===== src/rtl/game_pkg.sv =====
// Shared board geometry, FSM state encoding and tile helpers for the sequencer
// and the player controller.
package game_pkg;

  localparam logic [9:0] START_X      = 10'd20;
  localparam logic [9:0] TILE_SPACING = 10'd60;
  localparam logic [9:0] FLAG_X       = 10'd620;
  localparam logic [3:0] LAST_TILE    = 4'd10;

  typedef logic [2:0] state_t;

  localparam state_t IDLE       = 3'd0;
  localparam state_t ISSUE      = 3'd1;
  localparam state_t WAIT_DONE  = 3'd2;
  localparam state_t ADVANCE    = 3'd3;
  localparam state_t RESTART_P1 = 3'd4;
  localparam state_t RESTART_P2 = 3'd5;
  localparam state_t GAME_OVER  = 3'd6;

  function automatic logic [9:0] tile_to_x(input logic [3:0] tile);
    return START_X + TILE_SPACING * {6'd0, tile};
  endfunction

  // 9 + 6 = 15 still fits in 4 bits, so the clamp needs no wider sum.
  function automatic logic [3:0] next_tile(input logic [3:0] tile, input logic [2:0] roll);
    logic [3:0] sum;
    sum = tile + {1'b0, roll};
    return (sum > LAST_TILE) ? LAST_TILE : sum;
  endfunction

endpackage


===== src/rtl/turn_sequencer.sv =====
// Two-player board-game turn sequencer: accepts die rolls, issues moves to the
// player controller, tracks tiles, detects the winner and handles restarts.
module turn_sequencer
  import game_pkg::*;
#(
  parameter int unsigned TIMEOUT_CYCLES = 1024
) (
  input  logic       clk,
  input  logic       rst_n,
  input  logic       roll_valid,
  input  logic [2:0] roll_value,
  input  logic       new_game,
  input  logic       player1_turn_done,
  input  logic       player2_turn_done,
  output logic [9:0] player1_target_x,
  output logic [9:0] player2_target_x,
  output logic       player1_move_start,
  output logic       player2_move_start,
  output logic       active_player,
  output logic [3:0] p1_tile,
  output logic [3:0] p2_tile,
  output logic       busy,
  output logic       game_over,
  output logic       winner,
  output logic       roll_error,
  output logic       timeout_err
);

  localparam int unsigned CW = $clog2(TIMEOUT_CYCLES + 1);

  state_t        state;
  logic [3:0]    target_tile;
  logic          restart_wait;
  logic [CW-1:0] timer;

  logic [3:0] cur_tile;
  logic [3:0] next_t;
  logic       roll_legal;
  logic       own_done;
  logic       timer_expired;

  always_comb begin
    cur_tile      = active_player ? p2_tile : p1_tile;
    next_t        = next_tile(cur_tile, roll_value);
    roll_legal    = (roll_value != 3'd0) && (roll_value != 3'd7);
    own_done      = active_player ? player2_turn_done : player1_turn_done;
    timer_expired = (timer == CW'(TIMEOUT_CYCLES - 1));
    busy          = (state != IDLE) && (state != GAME_OVER);
    game_over     = (state == GAME_OVER);
  end

  always_ff @(posedge clk or negedge rst_n) begin
    if (!rst_n) begin
      state              <= IDLE;
      target_tile        <= '0;
      restart_wait       <= 1'b0;
      timer              <= '0;
      player1_target_x   <= START_X;
      player2_target_x   <= START_X;
      player1_move_start <= 1'b0;
      player2_move_start <= 1'b0;
      active_player      <= 1'b0;
      p1_tile            <= '0;
      p2_tile            <= '0;
      winner             <= 1'b0;
      roll_error         <= 1'b0;
      timeout_err        <= 1'b0;
    end else begin
      player1_move_start <= 1'b0;
      player2_move_start <= 1'b0;
      roll_error         <= 1'b0;
      timeout_err        <= 1'b0;
      case (state)
        IDLE: begin
          if (new_game) begin
            player1_target_x   <= START_X;
            player1_move_start <= 1'b1;
            restart_wait       <= 1'b0;
            state              <= RESTART_P1;
          end else if (roll_valid) begin
            if (roll_legal) begin
              target_tile <= next_t;
              if (active_player) begin
                player2_target_x   <= tile_to_x(next_t);
                player2_move_start <= 1'b1;
              end else begin
                player1_target_x   <= tile_to_x(next_t);
                player1_move_start <= 1'b1;
              end
              state <= ISSUE;
            end else begin
              roll_error <= 1'b1;
            end
          end
        end
        ISSUE: begin
          timer <= '0;
          state <= WAIT_DONE;
        end
        WAIT_DONE: begin
          if (own_done || timer_expired) begin
            timeout_err <= ~own_done;
            if (active_player) p2_tile <= target_tile;
            else               p1_tile <= target_tile;
            state <= ADVANCE;
          end else begin
            timer <= timer + 1'b1;
          end
        end
        ADVANCE: begin
          if (target_tile == LAST_TILE) begin
            winner <= active_player;
            state  <= GAME_OVER;
          end else begin
            active_player <= ~active_player;
            state         <= IDLE;
          end
        end
        // Restart states spend their first cycle on the move_start pulse,
        // then wait on turn_done with the shared timeout counter.
        RESTART_P1: begin
          if (!restart_wait) begin
            restart_wait <= 1'b1;
            timer        <= '0;
          end else if (player1_turn_done || timer_expired) begin
            timeout_err        <= ~player1_turn_done;
            p1_tile            <= '0;
            player2_target_x   <= START_X;
            player2_move_start <= 1'b1;
            restart_wait       <= 1'b0;
            state              <= RESTART_P2;
          end else begin
            timer <= timer + 1'b1;
          end
        end
        RESTART_P2: begin
          if (!restart_wait) begin
            restart_wait <= 1'b1;
            timer        <= '0;
          end else if (player2_turn_done || timer_expired) begin
            timeout_err   <= ~player2_turn_done;
            p2_tile       <= '0;
            active_player <= 1'b0;
            restart_wait  <= 1'b0;
            state         <= IDLE;
          end else begin
            timer <= timer + 1'b1;
          end
        end
        GAME_OVER: begin
          if (new_game) begin
            player1_target_x   <= START_X;
            player1_move_start <= 1'b1;
            restart_wait       <= 1'b0;
            state              <= RESTART_P1;
          end
        end
        default: state <= IDLE;
      endcase
    end
  end

endmodule


===== config.mk =====
export PLATFORM = sky130hd
export DESIGN_NAME = turn_sequencer
export DESIGN_NICKNAME = d
export VERILOG_FILES = /design/src/rtl/game_pkg.sv /design/src/rtl/turn_sequencer.sv
export SDC_FILE = /design/constraint.sdc
export NUM_CORES = 1
export LEC_CHECK = 0
export ABC_CLOCK_PERIOD_IN_PS = 9400
export CAP_MARGIN = 20
export CORE_MARGIN = 2
export CORE_UTILIZATION = 50
export CTS_CLUSTER_SIZE = 12
export DETAILED_ROUTE_END_ITERATION = 16
export PLACE_DENSITY_LB_ADDON = 0.3
export SYNTH_ARGS = -nofsm -noshare
export SYNTH_HDL_FRONTEND = slang
export SYNTH_SLANG_ARGS = --single-unit
export TNS_END_PERCENT = 10

===== constraint.sdc =====
create_clock -name clk -period 9.4 [get_ports clk]
set_input_delay 2.82 -clock clk [delete_from_list [all_inputs] [get_ports clk]]
set_output_delay 2.82 -clock clk [all_outputs]
set_load 0.03 [all_outputs]

Yosys cells after proc, flatten, opt, wreduce, memory -nomap -nowiden --
Index checks and enable logic that the tools add are counted.
Storage, ports and cells: bits in registers 53, input port bits 9
Operators by class: $add $sub $neg 3, $mul 1, order comparisons 1, eq/ne operators 30, mux-type cells 76, bitwise operators 5, reduce and logical (&&, ||, !) cells 26
Operators with widths (count):
- two-way mux 10 bit | 11
- two-way mux 11 bit | 5
- one-hot mux 11 bit (4 select lines) | 1
- two-way mux 4 bit | 10
- one-hot mux 10 bit (2 select lines) | 2
- two-way mux 3 bit | 10
- two-way mux 1 bit | 29
- != test 2 bit (second input constant) | 14
- != test 3 bit (second input constant) | 7
- one-hot mux 3 bit (7 select lines) | 1
- one-hot mux 4 bit (2 select lines) | 2
- AND reduction 5 bit | 3
- AND reduction 4 bit | 3
- adder 11 x 1 -> 11 bit (second input constant) | 1
- == test 11 x 10 -> 1 bit (second input constant) | 1
- adder 5 x 10 -> 10 bit (first input constant) | 1
- nonzero test 2 bit | 5
- == test 3 bit (second input constant) | 3
- nonzero test 3 bit | 3
- multiplier 4 x 4 -> 8 bit (first input constant) | 1
- AND reduction 8 bit | 1
- AND reduction 7 bit | 1
- == test 3 x 2 -> 1 bit (second input constant) | 2
- one-hot mux 1 bit (2 select lines) | 3
- 13 further kinds | 22

Depth between registers and ports, before layout --
Gate-level depths: netlist of the first run.
depth in word-level cells 11, mapped depth 20, mapped depth without buffers 18

Least setup slack after synthesis of the first run --
Ideal clock, no wire load.
kind in2reg, start input roll_value[2], end register player1_target_x[9], setup time 0.092 ns, data arrival time 6.461 ns, required time 9.308 ns, path slack 2.847 ns, cell stages on the path 15, cells stage by stage ha_1 a21oi_1 and3_1 or2_2 inv_1 a21oi_1 inv_1 ha_1 fa_1 fa_1 xor2_1 o211ai_1 a311oi_2 a21oi_1 o31ai_2
On the way: word-level cells in the longest chain between the ends 10
RTL lines:
- start, declared | RTL line turn_sequencer.sv:11 | input logic [2:0] roll_value,
- adder 4 x 3 -> 4 bit | RTL line game_pkg.sv:27 | sum = tile + {1'b0, roll};
- > comparator 4 bit | RTL line game_pkg.sv:28 | return (sum > LAST_TILE) ? LAST_TILE : sum;
- two-way mux 4 bit | RTL line game_pkg.sv:28
- via next_t[1] | RTL line turn_sequencer.sv:37 | logic [3:0] next_t;
- multiplier 4 x 4 -> 8 bit | RTL line game_pkg.sv:21 | return START_X + TILE_SPACING * {6'd0, tile};
- adder 5 x 10 -> 10 bit | RTL line game_pkg.sv:21
- two-way mux 10 bit | RTL line turn_sequencer.sv:83 | if (active_player) begin
- two-way mux 10 bit | RTL line turn_sequencer.sv:81 | if (roll_legal) begin
- two-way mux 10 bit | RTL line turn_sequencer.sv:80 | end else if (roll_valid) begin
- two-way mux 10 bit | RTL line turn_sequencer.sv:75 | if (new_game) begin
- one-hot mux 10 bit (2 select lines) | RTL line turn_sequencer.sv:73 | case (state)
- end signal, assigned | RTL line turn_sequencer.sv:87 | player1_target_x <= tile_to_x(next_t);
- end, declared | RTL line turn_sequencer.sv:15 | output logic [9:0] player1_target_x,
The timed path passes the listed nets, and every way through them passes these cells. The select of a mux whose other input is x is not followed. A chain may end at the register's enable or synchronous reset.

Worst setup path after layout of the first run --
Ends and elaborated chain as after synthesis.

==> summary.md, run 1 <==
| Metric | Value |
|---|---|
| Ports | `45` |
| Post-CTS Resized | `0` |
| Seq/Total Area, Yosys | `0.418` |
| Total GRT Usage | `0.226` |
| Total CTS buffers | `5` |
| Largest net degree at the start of global routing | `50` |
| Distinct cell type count after synthesis | `56` |
| CP required | `9.61 ns` |
| TritonCTS clock tree | `yes` |
| First DRT Iteration DRCs | `180` |
| Die X | `80.7 um` |
| Final Hold Viols | `0` |
| Worst-Skew Late Latency | `0.29 ns` |
| FF+latch count, synth | `49` |
| Final #Nets | `372` |
| Final Skew | `0.00527 ns` |
| Row cnt | `27` |
| Deepest clock path buffer count | `2` |
| Slew margin rel. | `0.458` |
| Routed wire per std cell | `16.0 um` |
| Die area | `6510 um2` |
| Hold depth | `2` |
| First-pass GRT wire length | `11600 um` |
| Crit path DAT | `7.29 ns` |
| # Post-CTS Setup Buffers | `0` |
| Post-DRT Antenna Nets | `0` |
| Drt pass-1 iters | `5` |
| Outcome | `completed` |
| Yosys warning total | `0` |
| R2R depth | `16` |
| Sum Neg Setup Slack | `0 ns` |
| Clk pin slew, worst setup/hold paths | `0.08 ns` |
| Reg2Reg Setup Slack | `4.20 ns` |
| Synthesized area | `2940 um2` |
| Post-synth ARST share | `1.00` |
| PortBufs | `40` |
| Final Setup Violations | `0` |
| RSZ-0062 raised after global routing | `no` |
| H-Tree Depth | `2` |
| Root buf cell | `clkbuf_8` |
| Count of pins over their slew limit | `0` |
| Core box area | `5610 um2` |
| Max frequency | `141 MHz` |
| CTS sink cnt | `49` |
| Reg2reg start | `active_player$_DFFE_PN0P_` |
| Post-Route WL | `6670 um` |
| Synth Instances | `307` |
| Most common cell after layout, fill and taps aside | `dfrtp_1` |
| Grt total ovfl | `0` |
| Slew @ Worst Pin | `0.808 ns` |
| Path type of the worst setup path | `in2reg` |
| CP Launch Type | `input port` |
| Routability cong. | `0.866` |
| Crit path top cell by count | `a21oi_1` |
| Hold Path Class | `reg2reg` |
| Die H | `80.7 um` |
| Hold Crit Start | `winner$_DFFE_PN0P_` |
| Initial core utilization | `0.525` |
| Most frequent cells in the layout | `dfrtp_1 (45), clkdlybuf4s50_1 (39), o21ai_0 (29)` |
| Tcrit/Tclk final | `0.753` |
| DPL Wire Length | `4990 um` |
| Area growth syn-to-layout | `18.7%` |
| Vias in the first global route | `2452` |
| Max incr delay on CP | `0.53 ns` |
| Vias | `2542` |
| Worst-path maximum fanout | `6` |
| Initial antenna violation count | `0` |
| CP cell instances | `clkdlybuf4s50_1 -> ha_1 -> a21oi_1 -> and3_1 -> or2_2 -> inv_1 -> a21oi_1 -> inv_1 -> ha_1 -> fa_1 -> fa_1 -> xor2_1 -> o211ai_1 -> a311oi_2 -> a21oi_1 -> o31ai_2` |
| Post-CTS Hold Fix Bufs | `0` |
| Post-synth EDFFs | `0` |
| Share of layout cells above drive strength 1 | `0.0751` |
| # fillers | `492` |
| WHS Endpoint | `winner$_DFFE_PN0P_` |
| DRC viols | `0` |
| Most used DFF post-synth | `dfrtp_1` |
| Worst path slowest cell | `fa_1` |
| # diodes | `0` |
| Vias per cell | `6.08` |
| Fin util | `0.623` |
| Max_cap viols | `0` |
| FF-to-FF End | `player1_target_x[9]$_DFFE_PN0P_` |
| Syn_area_per_cell | `9.59 um2` |
| Tmin final | `7.08 ns` |
| Crit. End Element | `flop` |
worst max-delay path by stage:
stage                   from                               to  slack (ns)  depth (start not counted)
2_1_floorplan  roll_value[2]  player1_target_x[9]$_DFFE_PN0P_        2.85                         15
4_1_cts        roll_value[2]  player1_target_x[9]$_DFFE_PN0P_        2.31                         16
3_3_place_gp   roll_value[2]  player1_target_x[9]$_DFFE_PN0P_        2.18                         16
3_5_place_dp   roll_value[2]  player1_target_x[9]$_DFFE_PN0P_        1.99                         16
6_report       roll_value[2]  player1_target_x[9]$_DFFE_PN0P_        2.32                         16
5_1_grt        roll_value[2]  player2_target_x[9]$_DFFE_PN0P_        2.04                         16
logic make-up (layout without fill, tap and decap cells):
logic type / count (synthesis) / in the layout / share of synthesized area
flops: 49 / 49 / 0.418
buf+inv: 25 / 61 / 0.0378
fa+ha+maj: 18 / 18 / 0.0842
simple gates: 99 / 99 / 0.170
other cells: 1 / 4 / 0.00127
compound gates: 100 / 100 / 0.237
xor+xnor: 8 / 8 / 0.0238
mux: 7 / 7 / 0.0268
routing by layer:
metal / wire, um / vias up / track usage
met5: 0 / - / 0
li1: - / 1211 / -
met3: 297 / 13 / 0.0360
met2: 3230 / 75 / 0.365
met1: 3040 / 1243 / 0.313
met4: 107 / 0 / 0.0712
flip-flops by register name, summed over array words and instances, names as in the netlist:
| name | cells |
|---|---|
| timer | 11 |
| player1_target_x | 8 |
| player2_target_x | 8 |
| p1_tile | 4 |
| p2_tile | 4 |
| target_tile | 4 |
| state | 3 |
| active_player | 1 |
| player1_move_start | 1 |
| player2_move_start | 1 |
| restart_wait | 1 |
| roll_error | 1 |
| timeout_err | 1 |
| winner | 1 |
Yosys cell counts (7+ instances only):
master / number / area (um2)
nor2_1: 24 / 90.1
ha_1: 15 / 188
o21ai_0: 29 / 145
nand2_1: 27 / 101
and3_1: 7 / 43.8
dfrtp_1: 45 / 1130
clkbuf_1: 7 / 26.3
inv_1: 12 / 45.0
a21oi_1: 13 / 65.1
a31oi_1: 7 / 43.8
nand3_1: 9 / 45.0
o31ai_1: 7 / 52.6
a22o_1: 17 / 149
metrics by stage:
step                hold WS, ns  cell area [um2]  worst slack, ns  std cells
floorplan                 0.448             2950             2.85        310
global placement          0.466             3370             2.18        409
detailed placement        0.472             3370             1.99        409
CTS                       0.492             3470             2.31        417
global route              0.523             3490             2.04        418
finish                    0.485             3490             2.32        418
area by class of cell:
type / instances / area (um2) / area share
multi-input cells: 236 / 1610 / 0.461
flip-flops and latches: 49 / 1230 / 0.352
repair buffers: 41 / 415 / 0.119
clock buffers: 7 / 96.3 / 0.0276
well taps: 72 / 90.1 / 0.0258
inverters: 12 / 45.0 / 0.0129
clock inverters: 1 / 5.00 / 0.00143
worst max-delay path, delay by kind of cell:
| kind | cells | cell delay (ns) |
|---|---|---|
| AOI/OAI and AO/OA | 6 | 1.47 |
| xor gates and xnor gates | 1 | 0.27 |
| adders and majority gates | 4 | 1.71 |
| buffers and inverters | 3 | 0.64 |
| and+or+nand+nor | 2 | 0.38 |
Power of run 1 is left out: the tool's default activity adds up to more than one toggle a clock period on the data nets, which glitch-free logic cannot reach.
==> run 2, diff against run 1 <==
- ABC_CLOCK_PERIOD_IN_PS: 9400 -> 5700
- CORE_UTILIZATION: 50 -> 49
- clock period: 9.4 -> 5.7 ns (I/O delays scaled with it)
==> run 2 against run 1 <==
Net effect:
- routed wire length fell by 1.5%
- utilization fell by 0.45 points
- via count fell by 1.6%
- global-route usage fell by 1.0 points
- critical path type unchanged
- critical endpoint unchanged
- largest cell class unchanged
- highest routed layer unchanged
==> summary.md, run 2 (same netlist as run 1, synthesis figures left out) <==
| Metric | Value |
|---|---|
| Outcome | `completed` |
| CP Launch Type | `input port` |
| # Post-CTS Setup Buffers | `0` |
| Crit path DAT | `5.67 ns` |
| First DRT Iteration DRCs | `146` |
| Initial antenna violation count | `0` |
| DPL Wire Length | `4990 um` |
| Share of layout cells above drive strength 1 | `0.120` |
| Grt total ovfl | `0` |
| Vias in the first global route | `2409` |
| Clk pin slew, worst setup/hold paths | `0.09 ns` |
| Initial core utilization | `0.503` |
| Slew margin rel. | `0.474` |
| Worst-path maximum fanout | `3` |
| Vias per cell | `5.78` |
| Post-Route WL | `6570 um` |
| Final #Nets | `384` |
| Path type of the worst setup path | `in2reg` |
| Worst-Skew Late Latency | `0.31 ns` |
| # fillers | `490` |
| Hold Path Class | `reg2reg` |
| Area occupied by multi-input gates | `1630 um2` |
| First-pass GRT wire length | `11100 um` |
| Final Hold Viols | `0` |
| Total CTS buffers | `5` |
| Routed wire per std cell | `15.2 um` |
| # diodes | `0` |
| PortBufs | `40` |
| H-Tree Depth | `2` |
| Max_cap viols | `0` |
| Row cnt | `28` |
| Deepest clock path buffer count | `2` |
| Layout Cells excl Fill | `433` |
| Drt pass-1 iters | `5` |
| Routability cong. | `0.898` |
| Most frequent cells in the layout | `dfrtp_1 (45), clkdlybuf4s50_1 (39), o21ai_0 (28)` |
| Largest net degree at the start of global routing | `50` |
| Max frequency | `184 MHz` |
| Slew @ Worst Pin | `0.789 ns` |
| Placed Cells incl. Taps | `424` |
| CP required | `5.92 ns` |
| Count of pins over their slew limit | `0` |
| Area growth syn-to-layout | `23.0%` |
| Total GRT Usage | `0.216` |
| Die X | `81.5 um` |
| TritonCTS clock tree | `yes` |
| Root buf cell | `clkbuf_8` |
| Tcrit/Tclk final | `0.955` |
| Vias | `2502` |
| Core box area | `5850 um2` |
| Reg2Reg Setup Slack | `1.24 ns` |
| RSZ-0062 raised after global routing | `no` |
| Ports | `45` |
| Die H | `81.5 um` |
| Post-DRT Antenna Nets | `0` |
| Die area | `6640 um2` |
| CTS sink cnt | `49` |
| Biggest regs | `timer: 11 flops, player1_target_x: 8 flops, player2_target_x: 8 flops` |
| DRC viols | `0` |
| Final Skew | `0.00927 ns` |
| Tmin final | `5.44 ns` |
| Max reg flops | `11` |
| Post-CTS Hold Fix Bufs | `0` |
| Final Setup Violations | `0` |
| Most common cell after layout, fill and taps aside | `dfrtp_1` |
| FF/Latch Area | `1230 um2` |
| Crit. End Element | `flop` |
| Biggest register | `timer` |
[run 2: metal layers]
layer	global-route usage	wire, um	part of all wire
met1	0.284	2980	0.45
met2	0.365	3270	0.50
met3	0.0374	236	0.036
met4	0.0644	92	0.014
met5	0	0	0
[run 2: final cells by class]
type,count,area share
inverters,12,0.0124
multi-input cells,236,0.451
repair buffers,53,0.140
flip-flops and latches,49,0.340
well taps,75,0.0259
clock inverters,3,0.0121
clock buffers,5,0.0190
[run 2: through the flow]
step	cell area (um2)	setup slack (ns)	setup TNS (ns)	hold slack, ns	utilization
after floorplan	2950	0.257	0	0.448	-
after global placement	3470	0.0233	0	0.462	0.593
after detailed placement	3470	-0.202	-0.791	0.479	0.593
after CTS	3580	0.130	0	0.499	0.612
after global routing	3620	0.00385	0	0.518	0.619
final	3620	0.256	0	0.501	0.619
[run 2: critical path: stages]
cell and delay, ns:
clkdlybuf4s50_1 0.44, ha_1 0.35, a21oi_2 0.18, a21oi_1 0.10
or2_2 0.32, inv_1 0.10, a21oi_2 0.07, inv_1 0.11
ha_1 0.28, fa_2 0.58, fa_2 0.25, a21o_1 0.14
o21ai_0 0.07, a311o_1 0.37, a311oi_2 0.23, a21oi_1 0.14
o31ai_2 0.23
[run 2: timing repair]
item / in CTS / in global routing
setup endpoints to repair: 0 / 5
hold endpoints to repair: 0 / 0
gates resized for setup: 0 / 6
[run 2: final timing paths]
check / startpoint / end / cells past startpoint
max: roll_value[2] / player1_target_x[9]$_DFFE_PN0P_ / 17
min: timer[10]$_DFFE_PN0P_ / timer[10]$_DFFE_PN0P_ / 1
max reg2reg: active_player$_DFFE_PN0P_ / player1_target_x[9]$_DFFE_PN0P_ / 18
min reg2reg: timer[10]$_DFFE_PN0P_ / timer[10]$_DFFE_PN0P_ / 1
max in group asynchronous: rst_n / player1_target_x[2]$_DFFE_PN1P_ / 2
min in group asynchronous: rst_n / player1_target_x[3]$_DFFE_PN0P_ / 1
Power of run 2 is left out for the same reason.
